<file path="config.mk">
export PLATFORM = sky130hd
export DESIGN_NAME = reg_wb_ctrl
export DESIGN_NICKNAME = d
export VERILOG_FILES = /design/src/rtl/reg_wb_pkg.sv /design/src/rtl/wb_load_fifo.sv /design/src/rtl/reg_wb_ctrl.sv
export SDC_FILE = /design/constraint.sdc
export NUM_CORES = 1
export LEC_CHECK = 0
export CAP_MARGIN = 20
export CORE_MARGIN = 2
export CORE_UTILIZATION = 50
export DETAILED_ROUTE_END_ITERATION = 16
export HOLD_SLACK_MARGIN = 0.02
export MAX_ROUTING_LAYER = met4
export PLACE_DENSITY = 0.8
export SLEW_MARGIN = 10
export SYNTH_ARGS = -nofsm -noshare
export SYNTH_HDL_FRONTEND = slang
export SYNTH_SLANG_ARGS = --single-unit
</file>
<file path="constraint.sdc">
create_clock -name clk -period 5.2 [get_ports clk]
set_input_delay 0.52 -clock clk [delete_from_list [all_inputs] [get_ports clk]]
set_output_delay 0.52 -clock clk [all_outputs]
set_load 0.02 [all_outputs]
</file>
<file path="src/rtl/reg_wb_pkg.sv">
// rtl/reg_wb_pkg.sv - shared constants and types for the writeback controller
package reg_wb_pkg;

  localparam int ADDR_W  = 5;
  localparam int DATA_W  = 32;
  localparam int REG_NUM = 1 << ADDR_W;

  typedef struct packed {
    logic [ADDR_W-1:0] rd;
    logic [DATA_W-1:0] data;
  } wb_entry_t;

  typedef enum logic [1:0] {
    WB_NONE,
    WB_ALU,
    WB_LD
  } wb_sel_e;

endpackage

</file>
<file path="src/rtl/wb_load_fifo.sv">
// rtl/wb_load_fifo.sv - synchronous load-return FIFO with full/empty/count
module wb_load_fifo #(
  parameter int WIDTH = 37,
  parameter int DEPTH = 4
) (
  input  logic                     clk,
  input  logic                     rst,
  input  logic                     push,
  input  logic [WIDTH-1:0]         push_data,
  input  logic                     pop,
  output logic [WIDTH-1:0]         pop_data,
  output logic                     full,
  output logic                     empty,
  output logic [$clog2(DEPTH):0]   count
);

  localparam int AW = $clog2(DEPTH);
  localparam int CW = AW + 1;

  logic [WIDTH-1:0] mem [DEPTH];
  logic [AW-1:0]    wr_ptr;
  logic [AW-1:0]    rd_ptr;

  assign full     = (count == CW'(DEPTH));
  assign empty    = (count == '0);
  assign pop_data = mem[rd_ptr];

  always_ff @(posedge clk) begin
    if (push) begin
      mem[wr_ptr] <= push_data;
    end
  end

  // Callers guard push with !full and pop with !empty; pointers wrap naturally.
  always_ff @(posedge clk) begin
    if (rst) begin
      wr_ptr <= '0;
      rd_ptr <= '0;
      count  <= '0;
    end else begin
      if (push) wr_ptr <= wr_ptr + 1'b1;
      if (pop)  rd_ptr <= rd_ptr + 1'b1;
      case ({push, pop})
        2'b10:   count <= count + 1'b1;
        2'b01:   count <= count - 1'b1;
        default: count <= count;
      endcase
    end
  end

endmodule

</file>
<file path="src/rtl/reg_wb_ctrl.sv">
// rtl/reg_wb_ctrl.sv - writeback arbiter, load FIFO and busy scoreboard
// Optional forwarding outputs are built when REG_WB_FWD_EN is defined.
module reg_wb_ctrl #(
  parameter int DATA_W   = reg_wb_pkg::DATA_W,
  parameter int ADDR_W   = reg_wb_pkg::ADDR_W,
  parameter int LD_DEPTH = 4
) (
  input  logic              clk,
  input  logic              rst,
  input  logic              iss_valid,
  input  logic              iss_long,
  input  logic [ADDR_W-1:0] iss_rd,
  output logic              iss_ready,
  input  logic [ADDR_W-1:0] rs_a,
  input  logic [ADDR_W-1:0] rs_b,
  output logic              hazard_a,
  output logic              hazard_b,
  input  logic              alu_valid,
  input  logic [ADDR_W-1:0] alu_rd,
  input  logic [DATA_W-1:0] alu_data,
  output logic              alu_ready,
  input  logic              ld_valid,
  input  logic [ADDR_W-1:0] ld_rd,
  input  logic [DATA_W-1:0] ld_data,
  output logic              ld_ready,
`ifdef REG_WB_FWD_EN
  output logic              fwd_a_hit,
  output logic              fwd_b_hit,
  output logic [DATA_W-1:0] fwd_data,
`endif
  output logic              reg_w_en,
  output logic [ADDR_W-1:0] reg_wa_c,
  output logic [DATA_W-1:0] reg_wd_c
);

  import reg_wb_pkg::*;

  localparam int NREG  = 1 << ADDR_W;
  localparam int ENT_W = ADDR_W + DATA_W;
  localparam int CNT_W = $clog2(LD_DEPTH) + 1;

  logic [NREG-1:0]   busy;
  logic [NREG-1:0]   busy_nxt;
  logic              ld_full;
  logic              ld_empty;
  logic [CNT_W-1:0]  ld_count;
  logic [ENT_W-1:0]  head;
  logic [ADDR_W-1:0] head_rd;
  logic [DATA_W-1:0] head_data;
  logic              ld_push;
  logic              ld_pop;
  wb_sel_e           sel;
  logic [ADDR_W-1:0] win_rd;
  logic [DATA_W-1:0] win_data;

  wb_load_fifo #(
    .WIDTH (ENT_W),
    .DEPTH (LD_DEPTH)
  ) u_ld_fifo (
    .clk       (clk),
    .rst       (rst),
    .push      (ld_push),
    .push_data ({ld_rd, ld_data}),
    .pop       (ld_pop),
    .pop_data  (head),
    .full      (ld_full),
    .empty     (ld_empty),
    .count     (ld_count)
  );

  assign {head_rd, head_data} = head;
  assign ld_ready  = !ld_full;
  assign ld_push   = ld_valid && !ld_full;
  assign alu_ready = !ld_full;
  assign iss_ready = !((iss_rd != '0) && busy[iss_rd]);

  // A full FIFO must drain first, otherwise the ALU has priority over loads.
  always_comb begin
    sel = WB_NONE;
    if (ld_full && !ld_empty) begin
      sel = WB_LD;
    end else if (alu_valid) begin
      sel = WB_ALU;
    end else if (ld_count != '0) begin
      sel = WB_LD;
    end
  end

  assign ld_pop   = (sel == WB_LD);
  assign win_rd   = (sel == WB_LD) ? head_rd   : alu_rd;
  assign win_data = (sel == WB_LD) ? head_data : alu_data;

  // Clear first so a same-cycle reissue to that rd keeps the bit set.
  always_comb begin
    busy_nxt = busy;
    if (ld_pop && (head_rd != '0)) begin
      busy_nxt[head_rd] = 1'b0;
    end
    if (iss_valid && iss_ready && iss_long && (iss_rd != '0)) begin
      busy_nxt[iss_rd] = 1'b1;
    end
    busy_nxt[0] = 1'b0;
  end

  always_ff @(posedge clk) begin
    if (rst) begin
      busy <= '0;
    end else begin
      busy <= busy_nxt;
    end
  end

  always_ff @(posedge clk) begin
    if (rst) begin
      reg_w_en <= 1'b0;
      reg_wa_c <= '0;
      reg_wd_c <= '0;
    end else begin
      reg_w_en <= (sel != WB_NONE) && (win_rd != '0);
      if (sel != WB_NONE) begin
        reg_wa_c <= win_rd;
        reg_wd_c <= win_data;
      end
    end
  end

`ifdef REG_WB_FWD_EN
  assign fwd_a_hit = reg_w_en && (reg_wa_c == rs_a) && (rs_a != '0);
  assign fwd_b_hit = reg_w_en && (reg_wa_c == rs_b) && (rs_b != '0);
  assign fwd_data  = reg_wd_c;
  assign hazard_a  = (rs_a != '0) && busy[rs_a] && !fwd_a_hit;
  assign hazard_b  = (rs_b != '0) && busy[rs_b] && !fwd_b_hit;
`else
  assign hazard_a  = (rs_a != '0) && busy[rs_a];
  assign hazard_b  = (rs_b != '0) && busy[rs_b];
`endif

endmodule

</file>
==> qor.txt, run 1 <==
Initial Util -> 50.7%
synth warn -> 0
maximum root-to-sink buffer count -> 3
Post-Synthesis Cells -> 625
htree depth -> 1
ANT nets after route -> 0
commonest non-fill, non-tap cells in the layout -> edfxtp_1, clkdlybuf4s50_1, dfxtp_1
worst path arrival time -> 3.27 ns
peak fanout along the critical path -> 11
clock sinks -> 226
top cells by area, synth -> edfxtp_1, dfxtp_1, mux4_2
# Max-Cap Violations -> 0
Unique masters post-synth -> 48
via count -> 6,175
Synth area leader -> edfxtp_1
Setup Buffers After CTS -> 0
Area Growth Syn to Fin -> 23.8%
CTS Root Cell -> clkbuf_16
total CTS buffers -> 22
Die Y -> 142 um
CP top delay family -> buffers and inverters
FF-to-FF setup slack -> 2.35 ns
Detail Placement HPWL -> 14,800 um
global-route wire length before repair -> 35,800 um
Critical Path End -> iss_ready
leakage -> 0.00388 uW
layout cells sized above 1 -> 14.1%
CP Class -> in -> out
syn_nets -> 726
initial antenna violation count -> 1
maximum vdd drop -> 0.000311 V
placed cells -> 955
CP Launch Type -> primary input
Post-CTS Hold Buffers -> 0
CP bufs+invs -> 2
register area share after synthesis -> 63.5%
Worst-path clk slew -> 0.06 ns
IO Pins -> 138
fin crit period -> 3.79 ns
worst slew pin tran -> 1.07 ns
Max-Slew Margin vs Limit -> 28.9%
vias in the first global route -> 6,481
Fmax -> 264 MHz
worst hold path class -> reg -> reg
all-layer global routing usage -> 23.9%
IO buf count -> 137
commonest non-fill, non-tap cell in the layout -> edfxtp_1
Avg WL per Cell -> 22.8 um
Placer Congestion -> 0.911
P per Cell Area -> 490 mW/mm^2
Yosys reg bits -> 226
most frequent CP cell -> clkdlybuf4s50_1
drt pass-1 iters -> 5
status -> finished, final reports clean
Final Hold Viols -> 0
vias per cell -> 6.19
pin count of the biggest net entering global routing -> 51
Worst Setup SP -> iss_rd[0]
Layout Cells excl Fill -> 997
nets -> 846
Synth Cell Area -> 0.00946 mm^2
Synth top area share -> 47.0%
worst-skew pair later-pin latency -> 0.50 ns
CP cell instances -> clkdlybuf4s50_1 > mux4_2 > mux2_2 > a32oi_1 > o311a_1 > clkdlybuf4s50_1
Post-Syn Area per Cell -> 15.1 um^2
GRT Residual Overflow -> 0
Cell Rows -> 50
RSZ-0062 raised after global routing -> no
critical-path cell with the highest stage delay -> clkdlybuf4s50_1
CTS tree -> done
Post-CTS Resized -> 0
post-route setup TNS -> 0 ns
RR Endpoint -> busy[16]$_SDFF_PP0_
die footprint -> 0.0200 mm^2
Max Clock Skew -> 0.0111 ns
Util after Layout -> 62.8%
WL final -> 22,800 um
Worst Setup End Kind -> primary output
Largest stage delay, worst path -> 0.85 ns
Slew Viols, Final -> 0
final setup vio count -> 0
Reg2Reg Depth -> 5
critical path data required time -> 4.68 ns
Remaining DRCs -> 0
Crit path depth -> 6
Die X -> 142 um
period utilisation layout -> 72.8%
Iter 0 DRT Violations -> 508
total core area -> 0.0186 mm^2
[power by group]
| part | internal (uW) | switching [uW] |
|---|---|---|
| combinational | 785 | 980 |
| sequential | 2200 | 185 |
| clock | 956 | 636 |
[cells by family after synthesis]
family          Yosys count  synth area share [%]
compound gates          120                  9.22
simple gates            122                  6.63
flops                   226                  63.5
fa+ha+maj                 6                 0.873
mux                      90                  16.9
buf+inv                  56                  2.43
xor+xnor                  5                 0.463
[how the worst min path moves through the flow]
stage | startpoint | end | cells after the start
3_5_place_dp | reg_wd_c[25]$_SDFFE_PP0P_ | reg_wd_c[25]$_SDFFE_PP0P_ | 2
2_1_floorplan | busy[24]$_SDFF_PP0_ | busy[24]$_SDFF_PP0_ | 2
5_1_grt | reg_wd_c[25]$_SDFFE_PP0P_ | reg_wd_c[25]$_SDFFE_PP0P_ | 2
4_1_cts | reg_wd_c[25]$_SDFFE_PP0P_ | reg_wd_c[25]$_SDFFE_PP0P_ | 2
6_report | reg_wd_c[4]$_SDFFE_PP0P_ | reg_wd_c[4]$_SDFFE_PP0P_ | 2
3_3_place_gp | u_ld_fifo.wr_ptr[1]$_SDFFE_PP0P_ | u_ld_fifo.wr_ptr[1]$_SDFFE_PP0P_ | 2
[final cells by class]
class	instances	area, um^2
fill	1333	6940
multi-input combinational	343	3240
clock inverter	12	130
inverter	12	45.0
antenna	2	5.00
timing repair buffer	140	1390
clock buffer	28	594
tap	234	293
sequential	226	6010
[metrics by stage]
stage / power (uW) / instance area (um^2) / setup WS [ns] / hold WS [ns]
global route: 6010 / 11700 / 1.32 / 0.522
global placement: 4080 / 11000 / 1.46 / 0.478
CTS: 5770 / 11700 / 1.43 / 0.505
finish: 5740 / 11700 / 1.41 / 0.504
floorplan: 3510 / 9460 / 2.47 / 0.458
detailed placement: 4160 / 11000 / 1.43 / 0.496
[synthesized netlist by cell type, drive strengths merged]
master     n
a2111oi    1
a211oi    20
a21oi      5
a221o      2
a222oi    14
a311oi     3
a31oi      4
a32o       3
a32oi      3
and2       1
and3       5
buf       13
clkbuf    31
dfxtp     78
edfxtp   148
fa         1
ha         5
inv       12
mux2       7
mux2i     28
mux4      55
nand2     17
nand2b     8
nand3      4
nand3b     6
nand4      2
nor2      50
nor2b      2
nor3       4
nor3b      1
nor4       1
o211ai    26
o21a       1
o21ai     31
o221ai     2
o2bb2ai    4
o311a      1
or3        7
or3b       4
or4        8
or4b       2
xnor2      2
xor2       3
[tightest hold or removal path: cells and delay by family (launching register included)]
family	cells	cell delay, ns
AO/OA/AOI/OAI	1	0.05
flip-flops	1	0.31
AND/OR/NAND/NOR	1	0.10
[state kept, by name (all words and copies together) (netlist names), named ones only]
name and cells:
u_ld_fifo.mem 148, reg_wd_c 32, busy 31, reg_wa_c 5, u_ld_fifo.count 3, u_ld_fifo.rd_ptr 2, u_ld_fifo.wr_ptr 2, reg_w_en 1
[per-layer routing]
layer  up-vias  share of wire [%]  track usage, %
li1       2754                  -               -
met4         0                2.5            8.47
met3        45                7.3            3.95
met5         -                  0               -
met2       298                 52            39.9
met1      3078                 38            29.8
Note: power is estimated with default switching activity, not from simulation.
==> run 2, diff against run 1 <==
Settings changed: CORE_UTILIZATION 50 to 49, PLACE_DENSITY 0.8 to 0.82.
Clock period 5.2 ns to 3.4 ns, I/O delays scaled along.
==> qor.txt, run 2 (synthesized netlist as in run 1, its figures left out) <==
status -> finished, final reports clean
worst path arrival time -> 2.88 ns
WHS Endpoint -> reg_wd_c[14]$_SDFFE_PP0P_
vias per cell -> 6.12
RSZ-0062 raised after global routing -> no
GRT Residual Overflow -> 0
Slew Viols, Final -> 0
peak fanout along the critical path -> 8
Place WS -> 0.193 ns
clock sinks -> 226
FF-to-FF setup slack -> 0.96 ns
Initial Util -> 50.2%
CTS Root Cell -> clkbuf_16
total core area -> 0.0188 mm^2
Final Cell Area -> 0.0119 mm^2
Final Hold Viols -> 0
period utilisation layout -> 94.8%
critical-path cell with the highest stage delay -> clkdlybuf4s50_1
nets -> 858
HP Start -> rst
worst slew pin tran -> 0.968 ns
leakage -> 0.00398 uW
Placer Congestion -> 0.894
die footprint -> 0.0204 mm^2
grt met3 use -> 5.23%
commonest non-fill, non-tap cell in the layout -> edfxtp_1
CP cell instances -> clkdlybuf4s50_1 > buf_4 > mux4_2 > nor3b_1 > o21ai_0 > o311a_1 > clkdlybuf4s50_1
pin count of the biggest net entering global routing -> 47
Hold Path Cell Cnt -> 2
RR Endpoint -> reg_w_en$_SDFF_PP0_
vias in the first global route -> 6,518
via count -> 6,338
final setup vio count -> 0
Max Clock Skew -> 0.0306 ns
drt pass-1 iters -> 6
Post-CTS Hold Buffers -> 0
Final WS setup -> 0.175 ns
critical path data required time -> 3.06 ns
post-route setup TNS -> 0 ns
CP Class -> in -> out
Worst-path clk slew -> 0.06 ns
all-layer global routing usage -> 24.6%
P per Cell Area -> 761 mW/mm^2
Largest stage delay, worst path -> 0.65 ns
Setup Buffers After CTS -> 0
Largest register FFs -> 148
GRT met1 Usage -> 30.8%
worst hold path class -> in -> reg
WL final -> 23,800 um
IO Pins -> 138
Max-Slew Margin vs Limit -> 35.4%
worst-skew pair later-pin latency -> 0.52 ns
Avg WL per Cell -> 23.0 um
Iter 0 DRT Violations -> 519
CP Launch Type -> primary input
layout cells sized above 1 -> 16.3%
total CTS buffers -> 23
Top reg by flops -> u_ld_fifo.mem
CTS tree -> done
M2 GR Usage -> 40.6%
worst reg2reg startpoint -> u_ld_fifo.count[0]$_SDFFE_PP0P_
htree depth -> 1
Reg2Reg Depth -> 4
Detail Placement HPWL -> 15,800 um
global-route wire length before repair -> 36,900 um
Remaining DRCs -> 0
most frequent CP cell -> clkdlybuf4s50_1
Fmax -> 310 MHz
ANT nets after route -> 0
maximum vdd drop -> 0.000576 V
maximum root-to-sink buffer count -> 3
fin crit period -> 3.22 ns
Cell Rows -> 50
Area after DPL -> 0.0111 mm^2
Die Y -> 143 um
Worst Setup End Kind -> primary output
GRT Max-Usage Layer -> met2
IO buf count -> 137
initial antenna violation count -> 1
commonest non-fill, non-tap cells in the layout -> edfxtp_1, clkdlybuf4s50_1, dfxtp_1
Area Growth Syn to Fin -> 26.0%
Top Registers -> u_ld_fifo.mem: 148 flops, reg_wd_c: 32 flops, busy: 31 flops
Util after Layout -> 63.3%
# Max-Cap Violations -> 0
Post-CTS Resized -> 0
Die X -> 143 um
-- run 2: changes by cell type in the layout (fill, tap and decap cells not counted), sizes merged --
cell and change:
clkinv +2, inv +1, clkinvlp +1, clkbuf -4
buf +11, bufinv +2
-- run 2: routing by layer --
layer  vias up  share of wire, %
li1       2790                 -
met1      3163                39
met2       330                50
met3        55               8.3
met4         0               2.1
met5         -                 0
-- run 2: worst max-delay path, delay by kind of cell --
family	cells	cell delay, ns
simple gates	1	0.15
compound gates	2	0.37
mux	1	0.51
buf+inv	3	1.50
-- run 2: cell type report --
class / instances / area (um^2)
repair buffers: 151 / 1470
inverters: 12 / 45.0
multi-input cells: 343 / 3240
fillers: 1321 / 6920
clock inverters: 18 / 228
flip-flops and latches: 226 / 6010
clock buffers: 24 / 589
diodes: 2 / 5.00
well taps: 260 / 325
-- run 2: worst max-delay path by stage --
stage / start / endpoint / slack (ns) / depth (start not counted)
4_1_cts: iss_rd[0] / iss_ready / 0.18 / 7
3_3_place_gp: iss_rd[0] / iss_ready / 0.16 / 7
3_5_place_dp: iss_rd[0] / iss_ready / 0.19 / 7
5_1_grt: iss_rd[0] / iss_ready / 0.09 / 7
6_report: iss_rd[0] / iss_ready / 0.18 / 7
2_1_floorplan: u_ld_fifo.count[0]$_SDFFE_PP0P_ / u_ld_fifo.count[2]$_SDFFE_PP0P_ / 0.95 / 10
-- run 2: where the power goes --
part | internal [uW] | switching (uW) | leakage (uW) | total [uW]
Sequential | 3350 | 213 | 0.00200 | 3570
Clock | 1650 | 1040 | 0.000399 | 2690
Combinational | 1220 | 1590 | 0.00158 | 2810
Total | 6220 | 2850 | 0.00398 | 9070
-- run 2: per-stage QoR --
step                      std cells  hold slack, ns  total power (uW)
after floorplan                 625           0.439              5370
after global placement          992           0.477              6290
after detailed placement        992           0.491              6400
after CTS                      1034           0.336              9120
after global routing           1035           0.377              9450
final                          1036           0.355              9070
